File: src/rtl/reg_port_pkg.sv
// Shared types for the register-port arbiter between the I2C slave,
// the auxiliary requester and the Memory register file.
package reg_port_pkg;

   localparam int REG_ADDR_W = 6;
   localparam int REG_DATA_W = 8;

   typedef enum logic [1:0] {OWN_NONE, OWN_I2C, OWN_AUX} owner_e;

   typedef struct packed {
      logic                  we;
      logic [REG_ADDR_W-1:0] addr;
      logic [REG_DATA_W-1:0] wdata;
   } reg_acc_t;

endpackage

File: src/rtl/reg_port_arbiter.sv
// Shares the Memory register port between the I2C slave (absolute priority)
// and one auxiliary req/gnt requester, routing read data back by owner tag.
module reg_port_arbiter
   import reg_port_pkg::*;
#(
   parameter logic [REG_ADDR_W-1:0] AUX_WR_BASE = 6'd8,
   parameter int                    MEM_RD_LAT  = 1
) (
   input  logic                  clk,
   input  logic                  rst_n,
   input  logic [REG_ADDR_W-1:0] i2c_addr,
   input  logic [REG_DATA_W-1:0] i2c_wdata,
   input  logic                  i2c_write,
   input  logic                  i2c_read,
   output logic [REG_DATA_W-1:0] i2c_rdata,
   input  logic                  aux_req,
   input  logic                  aux_we,
   input  logic [REG_ADDR_W-1:0] aux_addr,
   input  logic [REG_DATA_W-1:0] aux_wdata,
   output logic                  aux_gnt,
   output logic                  aux_err,
   output logic                  aux_rvalid,
   output logic [REG_DATA_W-1:0] aux_rdata,
   output logic [REG_ADDR_W-1:0] mem_addr,
   output logic [REG_DATA_W-1:0] mem_wdata,
   output logic                  mem_write,
   output logic                  mem_read,
   input  logic [REG_DATA_W-1:0] mem_rdata
);

   logic     i2c_strobe;
   logic     aux_elig;
   logic     aux_blocked;
   logic     acc_valid;
   logic     issue_write;
   logic     issue_read;
   reg_acc_t acc;
   owner_e   acc_owner;
   owner_e   rd_owner;
   owner_e   ret_owner;
   owner_e   tag_pipe [MEM_RD_LAT];

   assign i2c_strobe  = i2c_write | i2c_read;
   // The bubble after a grant gives the requester a cycle to drop aux_req.
   assign aux_elig    = aux_req & ~i2c_strobe & ~aux_gnt;
   assign aux_blocked = aux_elig & aux_we & (aux_addr < AUX_WR_BASE);

   always_comb begin
      acc       = '{we: i2c_write, addr: i2c_addr, wdata: i2c_wdata};
      acc_valid = i2c_strobe;
      acc_owner = i2c_strobe ? OWN_I2C : OWN_NONE;
      if (aux_elig) begin
         acc       = '{we: aux_we, addr: aux_addr, wdata: aux_wdata};
         acc_valid = 1'b1;
         acc_owner = OWN_AUX;
      end
   end

   assign issue_write = acc_valid & acc.we & ~aux_blocked;
   assign issue_read  = acc_valid & ~acc.we;

   // The oldest tag lines up with the cycle in which mem_rdata is valid.
   assign ret_owner  = tag_pipe[MEM_RD_LAT-1];
   assign aux_rvalid = (ret_owner == OWN_AUX);
   assign aux_rdata  = aux_rvalid ? mem_rdata : '0;

   always_ff @(posedge clk or negedge rst_n) begin
      if (!rst_n) begin
         mem_addr  <= '0;
         mem_wdata <= '0;
         mem_write <= 1'b0;
         mem_read  <= 1'b0;
         aux_gnt   <= 1'b0;
         aux_err   <= 1'b0;
         rd_owner  <= OWN_NONE;
         i2c_rdata <= '0;
         for (int i = 0; i < MEM_RD_LAT; i++) tag_pipe[i] <= OWN_NONE;
      end else begin
         mem_write <= issue_write;
         mem_read  <= issue_read;
         if (issue_write | issue_read) begin
            mem_addr  <= acc.addr;
            mem_wdata <= acc.wdata;
         end
         aux_gnt  <= aux_elig;
         aux_err  <= aux_blocked;
         rd_owner <= issue_read ? acc_owner : OWN_NONE;
         tag_pipe[0] <= rd_owner;
         for (int i = 1; i < MEM_RD_LAT; i++) tag_pipe[i] <= tag_pipe[i-1];
         if (ret_owner == OWN_I2C) i2c_rdata <= mem_rdata;
      end
   end

endmodule

File: config.mk
export PLATFORM = sky130hd
export DESIGN_NAME = reg_port_arbiter
export DESIGN_NICKNAME = d
export VERILOG_FILES = /design/src/rtl/reg_port_pkg.sv /design/src/rtl/reg_port_arbiter.sv
export SDC_FILE = /design/constraint.sdc
export NUM_CORES = 1
export LEC_CHECK = 0
export BUFFER_PORTS_ARGS = -buffer_cell sky130_fd_sc_hd__buf_4
export CAP_MARGIN = 10
export CORE_ASPECT_RATIO = 0.6
export CORE_MARGIN = 5
export CORE_UTILIZATION = 43
export DETAILED_ROUTE_END_ITERATION = 16
export PLACE_DENSITY_LB_ADDON = 0.3
export SETUP_SLACK_MARGIN = 0.05
export SLEW_MARGIN = 15
export SYNTH_ARGS = -nofsm -noshare
export SYNTH_HDL_FRONTEND = slang
export SYNTH_SLANG_ARGS = --single-unit
export TNS_END_PERCENT = 5
File: constraint.sdc
create_clock -name clk -period 2.1 [get_ports clk]
set_input_delay 0.315 -clock clk [delete_from_list [all_inputs] [get_ports clk]]
set_output_delay 0.315 -clock clk [all_outputs]
set_load 0.005 [all_outputs]
==> Yosys cells after proc, flatten, opt, wreduce, memory -nomap -nowiden <==
Index checks and enable logic that the tools add are counted.
{ "totals": {"output_inout_bits": 35, "regBits": 30, "in_bits": 42} }
{ "classes": {"magnitude_cmp": 1, "bitwise_logic": 13, "n_eq_ne": 2, "muxes": 6} }
{ "op_table": {"columns": ["cell", "count"], "rows": [
  ["$mux W15", 1],
  ["$mux W8", 1],
  ["$and A1 B1 Y1", 7],
  ["$lt A6 B4 Y1 const B", 1],
  ["$mux W2", 2],
  ["$not A1 Y1", 4],
  ["$eq A2 B1 Y1 const B", 1],
  ["$eq A2 B2 Y1 const B", 1],
  ["$mux W1", 2],
  ["$or A1 B1 Y1", 2]
]} }

==> Logic depth before layout (Yosys ltp) <==
Gate-level depths: netlist (run 1).
{ "logic_depth": {"ltp_word": 9, "depth_mapped": 4, "ltp_nobuf": 3} }

==> Least setup slack after synthesis (run 1) <==
No wires, ideal clock.
{ "synth_path": {"kind": "register -> register", "start": "reg aux_gnt", "end": "reg mem_addr[0]", "n_path_buf": 1, "arrival_time_ns": 1.658, "path_stages_with_launch": 5, "period_less_slack_ns": 1.786, "slack_ns": 0.314, "setup_time_ns": 0.128, "required_ns": 1.972, "path_cell_list": "dfrtp_1 nor4b_4 buf_6 mux2_1 mux2_1"} }
{ "synth_between": {"elab_chain_len": 7} }
{ "synth_lines": {"columns": ["element", "line", "text"], "rows": [
  ["start: declaration", "reg_port_arbiter.sv:20", "output logic aux_gnt,"],
  ["start signal: assignment", "reg_port_arbiter.sv:85", "aux_gnt <= aux_elig;"],
  ["$not A1 Y1 (*)", "reg_port_arbiter.sv:45", "assign aux_elig = aux_req & ~i2c_strobe & ~aux_gnt;"],
  ["$and A1 B1 Y1 (*)", "reg_port_arbiter.sv:45", null],
  ["net aux_elig", "reg_port_arbiter.sv:32", "logic aux_elig;"],
  ["$and A1 B1 Y1 (2 in series)", "reg_port_arbiter.sv:46", "assign aux_blocked = aux_elig & aux_we & (aux_addr < AUX_WR_BASE);"],
  ["$not A1 Y1", "reg_port_arbiter.sv:59", "assign issue_write = acc_valid & acc.we & ~aux_blocked;"],
  ["$and A1 B1 Y1", "reg_port_arbiter.sv:59", null],
  ["$or A1 B1 Y1", "reg_port_arbiter.sv:81", "if (issue_write | issue_read) begin"],
  ["end signal: assignment", "reg_port_arbiter.sv:82", "mem_addr <= acc.addr;"],
  ["end: declaration", "reg_port_arbiter.sv:24", "output logic [REG_ADDR_W-1:0] mem_addr,"]
]} }
Mark *: on every way through the listed nets, which the timed path passes. The rest lies on a longest branch.
A chain may end at the register's enable or synchronous reset.

==> Final worst setup path (run 1) <==
{ "layout_path": {"start": "reg aux_gnt", "end": "reg mem_wdata[6]"} }
{ "layout_between": {"elab_chain_len": 7} }
{ "layout_lines": {"columns": ["element", "line", "text"], "rows": [
  ["$not A1 Y1 (*)", "reg_port_arbiter.sv:45", null],
  ["$and A1 B1 Y1 (*)", "reg_port_arbiter.sv:45", null],
  ["$and A1 B1 Y1 (2 in series)", "reg_port_arbiter.sv:46", null],
  ["$not A1 Y1", "reg_port_arbiter.sv:59", null],
  ["$and A1 B1 Y1", "reg_port_arbiter.sv:59", null],
  ["$or A1 B1 Y1", "reg_port_arbiter.sv:81", null],
  ["end signal: assignment", "reg_port_arbiter.sv:83", "mem_wdata <= acc.wdata;"],
  ["end: declaration", "reg_port_arbiter.sv:25", "output logic [REG_DATA_W-1:0] mem_wdata,"]
]} }
Mark *: on every way between the ends. The rest lies on a longest branch, timed or not.

==> results of run 1 <==
-- stage by stage --
step             util  cell area (um^2)
5_1_grt        0.7111              2082
2_1_floorplan       -              1344
3_5_place_dp   0.6688              1958
4_1_cts        0.7111              2082
6_report       0.7111              2082
3_3_place_gp   0.6688              1958
-- kinds of logic after synthesis --
kind of cell,after synthesis
buf+inv,4
compound gates,2
simple gates,20
mux,36
flops,30
-- state kept, by name, summed over array words and instances, names as in the netlist --
name,flops
ret_owner,2
mem_wdata,8
aux_err,1
aux_gnt,1
i2c_rdata,8
mem_addr,6
mem_write,1
rd_owner,2
mem_read,1
-- placed cells by master (no fill, tap or decap), drive strengths merged --
cell type | synthesis | final
buf | 2 | 78
mux2 | 36 | 36
dfrtp | 30 | 30
and2 | 9 | 9
clkbuf | 2 | 8
nor2b | 3 | 3
nor4b | 3 | 3
nand2b | 2 | 2
nor2 | 2 | 2
o21ba | 1 | 1
or2 | 1 | 1
o21ai | 1 | 1
dlygate4sd3 | 0 | 1
-- layout make-up --
class | count | area (um^2)
fillers | 215 | 845.8
flip-flops and latches | 30 | 750.7
repair buffers | 79 | 595.6
multi-input cells | 58 | 573.1
clock buffers | 8 | 110.1
well taps | 42 | 52.55
-- cells in the mapped netlist (all sizes together) --
master,number,area [um^2]
o21ba,1,10.01
dfrtp,30,750.7
and2,9,56.30
buf,2,16.26
nor4b,3,47.54
nor2,2,7.510
mux2,36,405.4
or2,1,6.260
o21ai,1,5.000
clkbuf,2,7.510
nor2b,3,18.77
nand2b,2,12.51
-- power groups by stage --
stage / sequential, uW / combinational (uW) / clock [uW]
after floorplan: 676 / 89.2 / 0
after global placement: 672 / 267 / 0
after detailed placement: 674 / 278 / 0
after CTS: 665 / 281 / 547
after global routing: 669 / 302 / 579
final: 664 / 276 / 534
-- path summary, 6_finish.rpt --
check / startpoint / cells after the start / slack (ps) / end
worst max-delay path: aux_gnt / 5 / 280 / mem_wdata[6]
worst min-delay path: aux_we / 2 / 210 / rd_owner[1]
worst max register to register: aux_gnt / 5 / 280 / mem_wdata[6]
worst min register to register: rd_owner[1] / 0 / 350 / ret_owner[1]
max in group asynchronous: rst_n / 2 / 1330 / i2c_rdata[2]
min in group asynchronous: rst_n / 2 / 500 / mem_wdata[2]
-- layer usage --
metal  vias to the layer above  global-route usage
met3                        13             0.06973
li1                        487                   -
met4                         0             0.09392
met2                        40              0.2949
met5                         -                   0
met1                       499              0.1817
-- critical path: stages, from the launching register on --
cell,delay (ps)
dfrtp_1,370
buf_4,150
nor4b_4,250
buf_4,280
mux2_1,360
mux2_1,300
-- what timing repair did --
item                                    4_1_cts  5_1_grt
gates resized for setup                       1        0
endpoints found under the hold margin        30        0
hold buffers                                  1        0
endpoints found under the setup margin       14        0
==> results.toml, run 1 <==
[logic_synthesis]
synthSimpleGateAreaFrac = 0.1108
synth_cells = 92
synth.area.mux_share = 0.3017
synth_xor_area_frac = 0
synth_seq_cells = 30
yosys.area_share.adder = 0
seq_area_frac_synth = 0.5587
yosysWarnings = 0
yosys.cell_types.count = 16
synth_nets = 134
syn_area_um2 = 1344
synth_compound_area_frac = 0.01117
synth_top_family_by_area = "multiplexers"
syn_area_per_cell_um2 = 14.61

[critical_path]
worst_ep_required_time_ps = 2260
arrival_ps = 1980
crit_type = "reg2reg"
startpoint_type = "flop"
path_max_fanout = 17
worstSetupEndpointType = "flop"

[route]
top_layer_used = "met4"
dr.pass1.iters = 4
route.met3.wl_um = 246
ant_nets = 0
drt_iter0_drc = 28
via_count = 1039
wl_per_cell_um = 15.59
wl_um = 3382
drc = 0
via_per_inst = 4.788
wl_met1_um = 1288
route.met2.wl_um = 1726

[timing]
hold_viol = 0
tightest_slew_ps = 758.4
clock_skew_ps = 1.550
fmax_mhz = 549.9
slew_viol_final = 0
fin_setup_tns_ps = 0
maxSlewHeadroom = 0.4943
worst_slack_ps = 281.6
rsz0062_at_grt = "false"
post-route-min-period_ps = 1818
setup_viol = 0
whs_ps = 209.4
period_share = 0.8659

[pwr]
power_uw = 1474
leakagePower_uw = 0.001011
p_switching_uw = 327.6
p_clk_frac = 0.362
switching_share = 0.2223
comb_power_share = 0.187
power_density_nw_per_um2 = 707.9
ir_drop_mv = 0.3847
p_seq_frac = 0.450
p_int_uw = 1146

[cts]
htreeDepth = 2
post_cts.repair.setup_buffers = 0
cts_buffers = 5
numClockSinks = 30
cts_tree = "yes"
clockBufferDepth = 2
clk_latency_ps = 280
clk_pin_slew_ps = 60
cts.root.buffer_cell = "clkbuf_8"

[die]
io_pins = 77
core_area_um2 = 2928
start_util = 0.4590
die-area_um2 = 4380
die_w_um = 82.17
num_rows = 15
die_y_um = 53.30

[final_layout]
antennaDiodeCount = 0
fin_cells = 217
layout-area-overhead-vs-synth_pct = 54.94
layout-drive-gt1-share = 0.6457
nNetsFinal = 216

[placed_design]
gp_congestion = 0.7019
dp_cells = 208
pre_cts_ws_ps = -19.23
io_buffers = 76
hpwl_um = 2655

[status]
status = "finished, final reports clean"

[grt]
grt_pass1_wl_um = 5361
grt_usage = 0.1721
antenna_found_initial = 0
grt_pass1_vias = 1178
grt_max_degree = 31
gr-total-overflow = 0

[run]
maxCapViolations = 0

[worst_hold_path]
min-delay-path-class = "in2reg"
Note: power is estimated with default switching activity, not from simulation.
==> inputs of run 2 (changes only) <==
--- a/config.mk
+++ b/config.mk
@@ -7,10 +7,13 @@
 export LEC_CHECK = 0
 export BUFFER_PORTS_ARGS = -buffer_cell sky130_fd_sc_hd__buf_4
 export CAP_MARGIN = 10
+export CELL_PAD_IN_SITES_DETAIL_PLACEMENT = 0
+export CELL_PAD_IN_SITES_GLOBAL_PLACEMENT = 1
 export CORE_ASPECT_RATIO = 0.6
 export CORE_MARGIN = 5
-export CORE_UTILIZATION = 43
+export CORE_UTILIZATION = 33
 export DETAILED_ROUTE_END_ITERATION = 16
+export GPL_TIMING_DRIVEN = 0
 export PLACE_DENSITY_LB_ADDON = 0.3
 export SETUP_SLACK_MARGIN = 0.05
 export SLEW_MARGIN = 15
==> run 2 against run 1 <==
Design area grew 1.4%. Utilization shrank 18 points. Clock power is essentially flat. Sequential power about the same. Register-to-register slack is essentially flat. Routed wire length fell by 5.1%. Power down 0.30%. First-iteration DRC count up 14%. Largest power group unchanged. Highest routed layer unchanged.
==> results.toml, run 2 (synthesized netlist as in run 1, its figures left out) <==
[status]
status = "finished, final reports clean"

[placed_design]
gp_congestion = 0.7018
placedInstanceArea_um2 = 1977
io_buffers = 76

[critical_path]
startpoint_type = "flop"
arrival_ps = 1990
r2r_cells = 4
startpoint = "aux_gnt"
worstSetupEndpointType = "flop"
worst_ep_required_time_ps = 2260
path_max_fanout = 10
r2r-start = "aux_gnt"
reg2reg_slack_ps = 270
crit_type = "reg2reg"
worst_r2r_endpoint = "mem_wdata[3]"

[final_layout]
top_regs = "i2c_rdata (8), mem_wdata (8), mem_addr (6)"
layout-area-overhead-vs-synth_pct = 57.17
antennaDiodeCount = 0
final_common_cell = "buf_4"
final_util = 0.5268
fin_area_um2 = 2112
nNetsFinal = 220
fillers = 357
layout-drive-gt1-share = 0.6369
layout_common_cells = "78 x buf_4, 30 x dfrtp_1, 22 x mux2_2"

[timing]
fmax_mhz = 547.2
maxSlewHeadroom = 0.7013
tightest_slew_ps = 445.0
clock_skew_ps = 1.206
rsz0062_at_grt = "false"
fin_setup_tns_ps = 0
period_share = 0.8702
hold_viol = 0
setup_viol = 0
post-route-min-period_ps = 1827
slew_viol_final = 0

[cts]
cts_tree = "yes"
clk_pin_slew_ps = 60
clockBufferDepth = 2
cts_buffers = 5
htreeDepth = 2
numClockSinks = 30
clk_latency_ps = 280
cts.root.buffer_cell = "clkbuf_8"

[pwr]
leakagePower_uw = 0.001022
power_density_nw_per_um2 = 695.8
ir_drop_mv = 0.3499
power_uw = 1469

[die]
io_pins = 77
die_w_um = 92.38
core_area_um2 = 4009
die-area_um2 = 5490
die_y_um = 59.43
start_util = 0.3352
num_rows = 18

[route]
dr.pass1.iters = 2
via_per_inst = 4.467
wl_um = 3209
ant_nets = 0
drt_iter0_drc = 32
drc = 0
via_count = 1023
wl_per_cell_um = 14.01

[grt]
gr-total-overflow = 0
grt_usage = 0.1240
grt_pass1_vias = 1144
grt_pass1_wl_um = 5154
antenna_found_initial = 0
grt_max_degree = 31

[worst_hold_path]
hold_depth = 2
hold_end = "rd_owner[1]"
min-delay-path-class = "in2reg"
worstHoldStart = "aux_we"

[run]
maxCapViolations = 0
## run 2: what timing repair did
action	in CTS	in global routing
hold buffers	1	0
hold endpoints to repair	30	0
gates resized for setup	0	0
endpoints found under the setup margin	0	7
buffers inserted	0	2
## run 2: worst max-delay path by stage
stage | to
CTS | mem_addr[1]
finish | mem_wdata[3]
detailed placement | mem_addr[1]
global placement | mem_addr[2]
global route | mem_wdata[3]
floorplan | mem_addr[0]
## run 2: worst max-delay path, cell delays in order (launching register included)
cell	delay, ps
dfrtp_1	410
nand2b_1	190
o21ai_1	400
buf_2	350
mux2_2	370
## run 2: metal layers
layer  GRT usage  up-vias  wire (um)
met5           0        -          0
met4     0.06977        0         23
met3     0.04949        3        244
met2      0.2103       35       1573
met1      0.1352      488       1367
li1            -      497          -
## run 2: cell type report
class | instances | area [um^2] | area share
Tap cell | 50 | 62.56 | 0.02962
Sequential cell | 30 | 750.7 | 0.3554
Buffer | 4 | 23.77 | 0.01126
Multi-Input combinational cell | 58 | 569.3 | 0.2695
Timing Repair Buffer | 79 | 595.6 | 0.2820
Clock buffer | 8 | 110.1 | 0.05213
## run 2: power by group
group	internal (uW)	total, uW	switching [uW]
logic	182	274	92.1
registers	636	662	26.6
clock network	330	533	203
total	1150	1470	321
## run 2: per-stage QoR
step / setup slack (ps) / cells / hold slack, ps
floorplan: 314.0 / 92 / 19.41
global placement: 110.2 / 218 / 260.5
detailed placement: 15.93 / 218 / 267.5
CTS: 80.00 / 227 / 199.2
global route: 94.33 / 229 / 204.8
finish: 272.5 / 229 / 208.1
